### src/rtl/mem_access_pkg.sv
// Shared definitions for the memory-access pipeline stage: FSM state encoding,
// the default timeout load value and the dmem read/write encoding.
package mem_access_pkg;

    typedef enum logic [1:0] {
        ST_IDLE = 2'd0,
        ST_WAIT = 2'd1,
        ST_DONE = 2'd2
    } mem_state_e;

    localparam logic [15:0] ERR_DATA_DEFAULT = 16'hDEAD;

    localparam logic WE_READ  = 1'b0;
    localparam logic WE_WRITE = 1'b1;

    // A TIMEOUT of 1 would otherwise give a zero-width counter.
    function automatic int ctrWidth(input int timeout);
        return (timeout > 1) ? $clog2(timeout) : 1;
    endfunction

endpackage

### src/rtl/mem_access_stage_if.sv
// Request/acknowledge data-memory port between the memory stage (master)
// and the variable-latency data memory (slave).
interface mem_access_stage_if #(
    parameter int DATA_W = 16
);
    logic              req;
    logic              we;
    logic [DATA_W-1:0] addr;
    logic [DATA_W-1:0] wdata;
    logic              ack;
    logic [DATA_W-1:0] rdata;

    modport master (
        output req, we, addr, wdata,
        input  ack, rdata
    );

    modport slave (
        input  req, we, addr, wdata,
        output ack, rdata
    );
endinterface

### src/rtl/mem_timeout_ctr.sv
// Clear/enable wait counter with a terminal-count flag; it saturates at
// TIMEOUT-1 so an aborted transaction never wraps back to zero.
module mem_timeout_ctr
    import mem_access_pkg::*;
#(
    parameter int TIMEOUT = 255,
    parameter int CW      = ctrWidth(TIMEOUT)
) (
    input  logic clk,
    input  logic rst,
    input  logic clr_i,
    input  logic en_i,
    output logic tc_o
);

    localparam logic [CW-1:0] LAST = CW'(TIMEOUT - 1);

    logic [CW-1:0] cnt_q;

    assign tc_o = (cnt_q == LAST);

    always_ff @(posedge clk or posedge rst) begin
        if (rst) begin
            cnt_q <= '0;
        end else if (clr_i) begin
            cnt_q <= '0;
        end else if (en_i && !tc_o) begin
            cnt_q <= cnt_q + CW'(1);
        end
    end

endmodule

### src/rtl/mem_access_stage.sv
// Memory-stage controller: turns EX/MEM load/store controls into a req/ack
// transaction, stalls the pipe while it is outstanding and aborts on timeout.
module mem_access_stage
    import mem_access_pkg::*;
#(
    parameter int                DATA_W   = 16,
    parameter int                TIMEOUT  = 255,
    parameter logic [DATA_W-1:0] ERR_DATA = DATA_W'(ERR_DATA_DEFAULT)
) (
    input  logic              clk,
    input  logic              rst,
    input  logic              MEM_valid,
    input  logic              MEM_cntrl_mem_read,
    input  logic              MEM_cntrl_mem_write,
    input  logic [DATA_W-1:0] MEM_alu_result,
    input  logic [DATA_W-1:0] MEM_store_data,
    input  logic              MEM_hlt_in,
    mem_access_stage_if.master dmem,
    output logic [DATA_W-1:0] MEM_mem_output,
    output logic              mem_stall,
    output logic              MEM_hlt,
    output logic              timeout_err
);

    localparam logic [1:0] IDLE = ST_IDLE;
    localparam logic [1:0] WAIT = ST_WAIT;
    localparam logic [1:0] DONE = ST_DONE;

    logic [1:0]        state_q, state_d;
    logic              req_q, req_d;
    logic              we_q, we_d;
    logic [DATA_W-1:0] addr_q, addr_d;
    logic [DATA_W-1:0] wdata_q, wdata_d;
    logic [DATA_W-1:0] out_q, out_d;
    logic              terr_q, terr_d;
    logic              access;
    logic              tmoTc;

    assign access = MEM_valid & (MEM_cntrl_mem_read | MEM_cntrl_mem_write);

    mem_timeout_ctr #(
        .TIMEOUT (TIMEOUT)
    ) u_timeout_ctr (
        .clk   (clk),
        .rst   (rst),
        .clr_i ((state_q == IDLE) & access),
        .en_i  ((state_q == WAIT) & ~dmem.ack),
        .tc_o  (tmoTc)
    );

    // we_q doubles as the load/store tag of the outstanding access, since
    // write wins whenever both controls are asserted.
    always_comb begin
        state_d = state_q;
        req_d   = req_q;
        we_d    = we_q;
        addr_d  = addr_q;
        wdata_d = wdata_q;
        out_d   = out_q;
        terr_d  = terr_q;
        case (state_q)
            IDLE: begin
                if (access) begin
                    addr_d  = MEM_alu_result;
                    wdata_d = MEM_store_data;
                    req_d   = 1'b1;
                    we_d    = MEM_cntrl_mem_write ? WE_WRITE : WE_READ;
                    state_d = WAIT;
                end
            end
            WAIT: begin
                if (dmem.ack) begin
                    req_d   = 1'b0;
                    if (we_q == WE_READ) out_d = dmem.rdata;
                    state_d = DONE;
                end else if (tmoTc) begin
                    req_d   = 1'b0;
                    if (we_q == WE_READ) out_d = ERR_DATA;
                    terr_d  = 1'b1;
                    state_d = DONE;
                end
            end
            DONE: begin
                state_d = IDLE;
            end
            default: begin
                req_d   = 1'b0;
                state_d = IDLE;
            end
        endcase
    end

    always_ff @(posedge clk or posedge rst) begin
        if (rst) begin
            state_q <= IDLE;
            req_q   <= 1'b0;
            we_q    <= 1'b0;
            addr_q  <= '0;
            wdata_q <= '0;
            out_q   <= '0;
            terr_q  <= 1'b0;
        end else begin
            state_q <= state_d;
            req_q   <= req_d;
            we_q    <= we_d;
            addr_q  <= addr_d;
            wdata_q <= wdata_d;
            out_q   <= out_d;
            terr_q  <= terr_d;
        end
    end

    assign dmem.req   = req_q;
    assign dmem.we    = we_q;
    assign dmem.addr  = addr_q;
    assign dmem.wdata = wdata_q;

    // Gated by rst so a pending access cannot stall the pipe during reset.
    assign mem_stall      = ~rst & (((state_q == IDLE) & access) | (state_q == WAIT));
    assign MEM_hlt        = ~rst & MEM_hlt_in & ~mem_stall;
    assign MEM_mem_output = out_q;
    assign timeout_err    = terr_q;

endmodule

### src/flat_wrapper.sv
// flat-port wrapper written by rule: the top's interface ports become plain ports
module mem_access_stage_flat import mem_access_pkg::*;
#(
    parameter int                DATA_W   = 16,
    parameter int                TIMEOUT  = 255,
    parameter logic [DATA_W-1:0] ERR_DATA = DATA_W'(ERR_DATA_DEFAULT)
)
  (clk, rst, MEM_valid, MEM_cntrl_mem_read, MEM_cntrl_mem_write, MEM_alu_result, MEM_store_data, MEM_hlt_in, MEM_mem_output, mem_stall, MEM_hlt, timeout_err, dmem_req, dmem_we, dmem_addr, dmem_wdata, dmem_ack, dmem_rdata);
  mem_access_stage_if #(.DATA_W(DATA_W)) dmem_i ();
  input  logic clk;
  input  logic rst;
  input  logic MEM_valid;
  input  logic MEM_cntrl_mem_read;
  input  logic MEM_cntrl_mem_write;
  input  logic [DATA_W-1:0] MEM_alu_result;
  input  logic [DATA_W-1:0] MEM_store_data;
  input  logic MEM_hlt_in;
  output logic [DATA_W-1:0] MEM_mem_output;
  output logic mem_stall;
  output logic MEM_hlt;
  output logic timeout_err;
  output wire logic [$bits(dmem_i.req)-1:0] dmem_req;
  output wire logic [$bits(dmem_i.we)-1:0] dmem_we;
  output wire logic [$bits(dmem_i.addr)-1:0] dmem_addr;
  output wire logic [$bits(dmem_i.wdata)-1:0] dmem_wdata;
  input wire logic [$bits(dmem_i.ack)-1:0] dmem_ack;
  input wire logic [$bits(dmem_i.rdata)-1:0] dmem_rdata;
  assign dmem_req = dmem_i.req;
  assign dmem_we = dmem_i.we;
  assign dmem_addr = dmem_i.addr;
  assign dmem_wdata = dmem_i.wdata;
  assign dmem_i.ack = dmem_ack;
  assign dmem_i.rdata = dmem_rdata;
  mem_access_stage #(.DATA_W(DATA_W), .TIMEOUT(TIMEOUT), .ERR_DATA(ERR_DATA)) u_core (.clk(clk), .rst(rst), .MEM_valid(MEM_valid), .MEM_cntrl_mem_read(MEM_cntrl_mem_read), .MEM_cntrl_mem_write(MEM_cntrl_mem_write), .MEM_alu_result(MEM_alu_result), .MEM_store_data(MEM_store_data), .MEM_hlt_in(MEM_hlt_in), .dmem(dmem_i), .MEM_mem_output(MEM_mem_output), .mem_stall(mem_stall), .MEM_hlt(MEM_hlt), .timeout_err(timeout_err));
endmodule
### config.mk
export PLATFORM = sky130hd
export DESIGN_NAME = mem_access_stage_flat
export DESIGN_NICKNAME = d
export VERILOG_FILES = /design/src/rtl/mem_access_pkg.sv /design/src/rtl/mem_access_stage_if.sv /design/src/rtl/mem_timeout_ctr.sv /design/src/rtl/mem_access_stage.sv /design/src/flat_wrapper.sv
export SDC_FILE = /design/constraint.sdc
export NUM_CORES = 1
export LEC_CHECK = 0
export BUFFER_PORTS_ARGS = -buffer_cell sky130_fd_sc_hd__buf_2
export CAP_MARGIN = 30
export CELL_PAD_IN_SITES_DETAIL_PLACEMENT = 1
export CELL_PAD_IN_SITES_GLOBAL_PLACEMENT = 1
export CORE_UTILIZATION = 30
export DETAILED_ROUTE_END_ITERATION = 7
export GPL_TIMING_DRIVEN = 0
export PLACE_DENSITY_LB_ADDON = 0.1
export SLEW_MARGIN = 20
export SYNTH_ARGS = -nofsm -noshare
export SYNTH_HDL_FRONTEND = slang
export SYNTH_SLANG_ARGS = --single-unit
### constraint.sdc
create_clock -name clk -period 2.2 [get_ports clk]
set_input_delay 0.22 -clock clk [delete_from_list [all_inputs] [get_ports clk]]
set_output_delay 0.22 -clock clk [all_outputs]
set_load 0.01 [all_outputs]
* After elaboration in Yosys (flattened, before gate mapping)
Index checks and enable logic that the tools add are counted.
Storage, ports and cells: word-level logic and storage cells 52, output and inout bits 53, input bits 55, register bits after elaboration 61
Operators by class: multiplexer cells 15, reductions and logical operators 10, bitwise operators 13, add/subtract/negate cells 1, equality and inequality tests 5
Operator list (number):
- two-way mux 16 bit | 4
- two-way mux 8 bit | 2
- AND reduction 3 bit | 3
- adder 8 x 1 -> 8 bit (second input constant) | 1
- equality test 8 bit (second input constant) | 1
- bitwise AND 1 bit | 6
- two-way mux 2 bit | 3
- NOT 1 bit | 5
- two-way mux 1 bit | 4
- one-hot mux 2 bit (2 select lines) | 1
- AND reduction 2 bit | 2
- nonzero test 2 bit | 2
- inequality test 3 bit (second input constant) | 1
- one-hot mux 1 bit (3 select lines) | 1
- equality test 2 x 1 -> 1 bit (second input constant) | 1
- equality test 2 bit (second input constant) | 1
- logical NOT 2 bit | 1
- inequality test 2 x 1 -> 1 bit (second input constant) | 1
- bitwise OR 1 bit | 2
- logical AND 1 bit | 1
- logical NOT 1 bit | 1

* Longest topological paths before layout
word-level depth 7, mapped depth 6, gate-level depth less buffers 5

* By module
Synthesis repeated with hierarchy kept, for this count alone.
Unflattened totals: cells, all modules 197, area total of the unflattened synthesis 2661.3 µm²
By module, submodules not included:
- mem_access_stage | seq. area each 1326.3 µm², area each 2172.1 µm², times used 1, cells each 145
- mem_timeout_ctr | seq. area each 200.2 µm², area each 489.2 µm², times used 1, cells each 52

* Worst setup path before layout
Ideal clock, no wire load.
path kind input-to-output, start point input rst, end point output MEM_hlt, slack 0.040 ns, buffers on the path 0, stages 2, arrival time 1.940 ns, data required time 1.980 ns, path through inv_1 and4_1
On the way: cells in the longest elaborated chain, start to end 4, elaborated cells on any way between the ends 5, classes of those cells bitwise: 5
Ends and longest elaborated chain:
- from (decl) | line flat_wrapper.sv:11 | input logic rst;
- NOT 1 bit * | line mem_access_stage.sv:119, mem_access_stage.sv:120
- bitwise AND 1 bit | line mem_access_stage.sv:119 | assign mem_stall = ~rst & (((state_q == IDLE) & access) | (state_q == WAIT));
- NOT 1 bit | line mem_access_stage.sv:120 | assign MEM_hlt = ~rst & MEM_hlt_in & ~mem_stall;
- bitwise AND 1 bit * | line mem_access_stage.sv:120
- to (decl) | line flat_wrapper.sv:20 | output logic MEM_hlt;
Every way passes the cells marked *; elsewhere a longest branch is shown, timed or not.

* Worst setup path after layout
start point register u_core.state_q[1], end point output MEM_hlt
On the way: cells in the longest elaborated chain, start to end 6, elaborated cells on any way between the ends 7, classes of those cells eq/ne: 1; bitwise: 5; reduce/logical: 1
Ends and longest elaborated chain:
- from (decl) | line mem_access_stage.sv:29 | logic [1:0] state_q, state_d;
- from (signal assigned) | line mem_access_stage.sv:103 | state_q <= state_d;
- logical NOT 2 bit | line mem_access_stage.sv:119
- bitwise AND 1 bit | line mem_access_stage.sv:119
- bitwise OR 1 bit * | line mem_access_stage.sv:119
- bitwise AND 1 bit * | line mem_access_stage.sv:119
- NOT 1 bit * | line mem_access_stage.sv:120
- bitwise AND 1 bit * | line mem_access_stage.sv:120
Marked as above.

==> impl_metrics.csv <==
group,metric,value,unit
placement,routabilityCongestion,0.7494,
min_path,min_path_cells,2,
timing,fmax,0.4733,GHz
setup_path,crit_type,"reg -> out",
final_layout,utilization,41.93,%
floorplanning,die_h,97.81,um
final_layout,seqCellArea,0.001529,mm2
timing,hold_viol_final,0,
logic_synthesis,synth_seq_cells,61,
detailed_routing,wire_per_inst,15.29,um
final_layout,fillCellCount,968,
timing,period_share,96.03,%
final_layout,layout.nets,381,
logic_synthesis,syn_area,0.002754,mm2
global_routing,grt_use_total,14.78,%
placement,hpwl,4846,um
logic_synthesis,ys_seq_area_share,55.43,%
outcome,failed_checks,"design-rule violations",
logic_synthesis,yosysWarnings,0,
logic_synthesis,synth.top_cells.by_area,"dfrtp_1, mux2_4, o22ai_1",
clocking,cts_tree,"done",
final_layout,multi_input_area,0.001091,mm2
clocking,cts.path.max_buffers,2,
clocking,worstSkewPairLatency,330,ps
setup_path,crit_required,1980,ps
detailed_routing,ant_nets,0,
logic_synthesis,synth_nets,257,
timing,rsz0062_at_grt,"false",
global_routing,gr-total-overflow,0,
final_layout,drive_above_1_share,53.35,%
timing,setup_violations,0,
pwr,design_power_total,4.093,mW
final_layout,antenna_cells,0,
clocking,clock_sinks,61,
logic_synthesis,syn_area_per_cell,13.77,um2
detailed_routing,via_per_inst,4.713,
detailed_routing,drt_wl_total,6665,um
clocking,numCtsBuffers,9,
logic_synthesis,syn-instance-count,200,
floorplanning,die_area,0.009567,mm2
setup_path,reg2regPathDepth,6,
global_routing,grt_max_degree,40,
global_routing,grt_pass1_wl,11120,um
timing,maxSlewViolCount,0,
detailed_routing,initialDrtViolationCount,52,
floorplanning,initial_core_util,31.27,%
final_layout,final_area,0.003692,mm2
global_routing,grt_antenna_before_repair,0,
logic_synthesis,yosysTopAreaCellShare,55.43,%
global_routing,grt_pass1_vias,2143,
clocking,cts_htree_levels,3,
flow_run,maxCapViolCount,0,
floorplanning,row_count,34,
outcome,status,"complete, but fails checks",
setup_path,crit_path_end_kind,"output port",
setup_path,crit_fanout,8,
detailed_routing,drc_errors,22,
pwr,ir_worst_vdd,313.5,uV
setup_path,worstPathArrival,1890,ps
detailed_routing,dr.pass1.iters,6,
floorplanning,io_pins,108,
pwr,p_leak,1.824,nW
timing,period_needed,2113,ps
placement,port_buffers,107,
pwr,power.density,1109,mW/mm2
logic_synthesis,synth_top_cell_by_area,"dfrtp_1",
min_path,hold_class,"in -> reg",
timing,worst_pin_slew,813.9,ps
final_layout,area_delta_synth_final,34.08,%
timing,clock_skew,10.89,ps
placement,place_area,0.003447,mm2
clocking,ctsRootBufferMaster,"clkbuf_8",
clocking,clk_pin_slew,70,ps
setup_path,worst_setup_path_start_kind,"flop",
logic_synthesis,synthDistinctLibCells,39,
timing,slew_headroom,45.00,%
detailed_routing,vias,2055,
floorplanning,coreArea,0.008806,mm2
floorplanning,die_width,97.81,um
==> worst max-delay path, stage by stage, from the launching register on <==
cell and delay, ps:
dfrtp_2 430, or3b_1 390, buf_6 160, or2_4 260, and4_1 190, buf_2 130
==> cells by family (layout without fill, tap and decap cells) <==
family / count (synthesis) / count (layout) / share of synthesized area (%)
DFF: 61 / 61 / 55.43
AOI/OAI and AO/OA: 52 / 52 / 12.36
muxes: 37 / 37 / 18.63
and+or+nand+nor: 26 / 26 / 7.588
buffers and inverters: 22 / 150 / 5.088
adders and majority gates: 2 / 2 / 0.9085
==> cell usage after synthesis, drive strengths merged <==
cell type	number
a31oi	2
o22ai	12
a2bb2oi	1
mux2	33
a41oi	1
buf	5
o211ai	1
dfrtp	61
nand4	1
a21oi	14
or2	1
or2b	1
and3	2
a31o	1
a22o	5
o21bai	1
or4bb	1
o2111ai	1
a21o	5
o21ai	5
and2	1
or3b	2
a311oi	3
ha	2
inv	14
nor4bb	1
nor3b	2
nand3	2
mux2i	4
clkbuf	3
and4bb	2
nand2	2
and4	5
nor2	3
==> area by class of cell <==
class,instances,share of cell area (%)
buffer,8,2.372
clock buffer,11,4.100
clock inverter,4,1.288
inverter,14,1.491
multi-input combinational,117,29.55
sequential,61,41.41
tap,108,3.660
timing repair buffer,113,16.13
==> through the flow <==
stage	TNS, ps	hold WS, ps	cells	worst slack, ps
CTS	0	96.94	432	5.297
floorplan	0	368.1	200	40.38
global placement	-30900	451.0	415	-803.2
finish	0	112.9	436	87.29
global route	0	97.97	436	10.52
detailed placement	0	229.7	416	47.33
==> repair_timing <==
action / in CTS / in global routing
cloned: 0 / 0
pin swaps: 0 / 1
endpoints found under the hold margin: 23 / 0
resized for setup: 1 / 2
hold buffers: 1 / 0
endpoints found under the setup margin: 1 / 12
buffers inserted: 0 / 4
==> report_power, final <==
group	switching [mW]	internal, mW	total [mW]	leakage (nW)
Sequential	0.234	1.46	1.70	0.740
Combinational	0.621	0.763	1.38	0.983
Clock	0.435	0.575	1.01	0.101
==> registers in the layout, indices dropped and copies added (netlist names) <==
name,flops
u_core.MEM_mem_output,16
u_core.dmem.addr,16
u_core.dmem.req,1
u_core.dmem.wdata,16
u_core.dmem.we,1
u_core.state_q,2
u_core.timeout_err,1
u_core.u_timeout_ctr.cnt_q,8
==> worst paths after layout <==
check / start / to / slack [ps]
hold / removal: MEM_store_data[14] / u_core.dmem.wdata[14] / 110
max in group asynchronous: rst / u_core.u_timeout_ctr.cnt_q[6] / 1270
min in group asynchronous: rst / u_core.MEM_mem_output[12] / 410
setup / recovery: u_core.state_q[1] / MEM_hlt / 90
hold reg to reg: u_core.timeout_err / u_core.timeout_err / 460
setup reg to reg: u_core.u_timeout_ctr.cnt_q[0] / u_core.MEM_mem_output[10] / 340
==> per-layer routing <==
| layer | wire [um] | global-route usage (%) | part of all wire, % |
|---|---|---|---|
| met5 | 0 | 0 | 0 |
| met4 | 92 | 6.643 | 1.4 |
| met3 | 313 | 2.792 | 4.7 |
| met2 | 3075 | 22.09 | 46 |
| met1 | 3183 | 20.82 | 48 |
==> cell usage in the layout, fill, tap and decap left out, types with 2 or more instances in the layout <==
| master | n |
|---|---|
| mux2i_1 | 4 |
| o22ai_1 | 12 |
| clkbuf_8 | 11 |
| a311oi_1 | 3 |
| dfrtp_1 | 59 |
| nor2_1 | 2 |
| buf_4 | 4 |
| nand2_1 | 2 |
| a31oi_1 | 2 |
| clkinv_2 | 2 |
| and3_1 | 2 |
| a21oi_1 | 13 |
| buf_2 | 108 |
| buf_12 | 4 |
| nand3_1 | 2 |
| mux2_4 | 27 |
| mux2_2 | 6 |
| dfrtp_2 | 2 |
| a21o_1 | 5 |
| inv_1 | 13 |
| clkbuf_1 | 3 |
| ha_1 | 2 |
| nor3b_1 | 2 |
| and4bb_2 | 2 |
| and4_1 | 5 |
| o21ai_0 | 5 |
| a22o_1 | 5 |
Note: power is estimated with default switching activity, not from simulation.
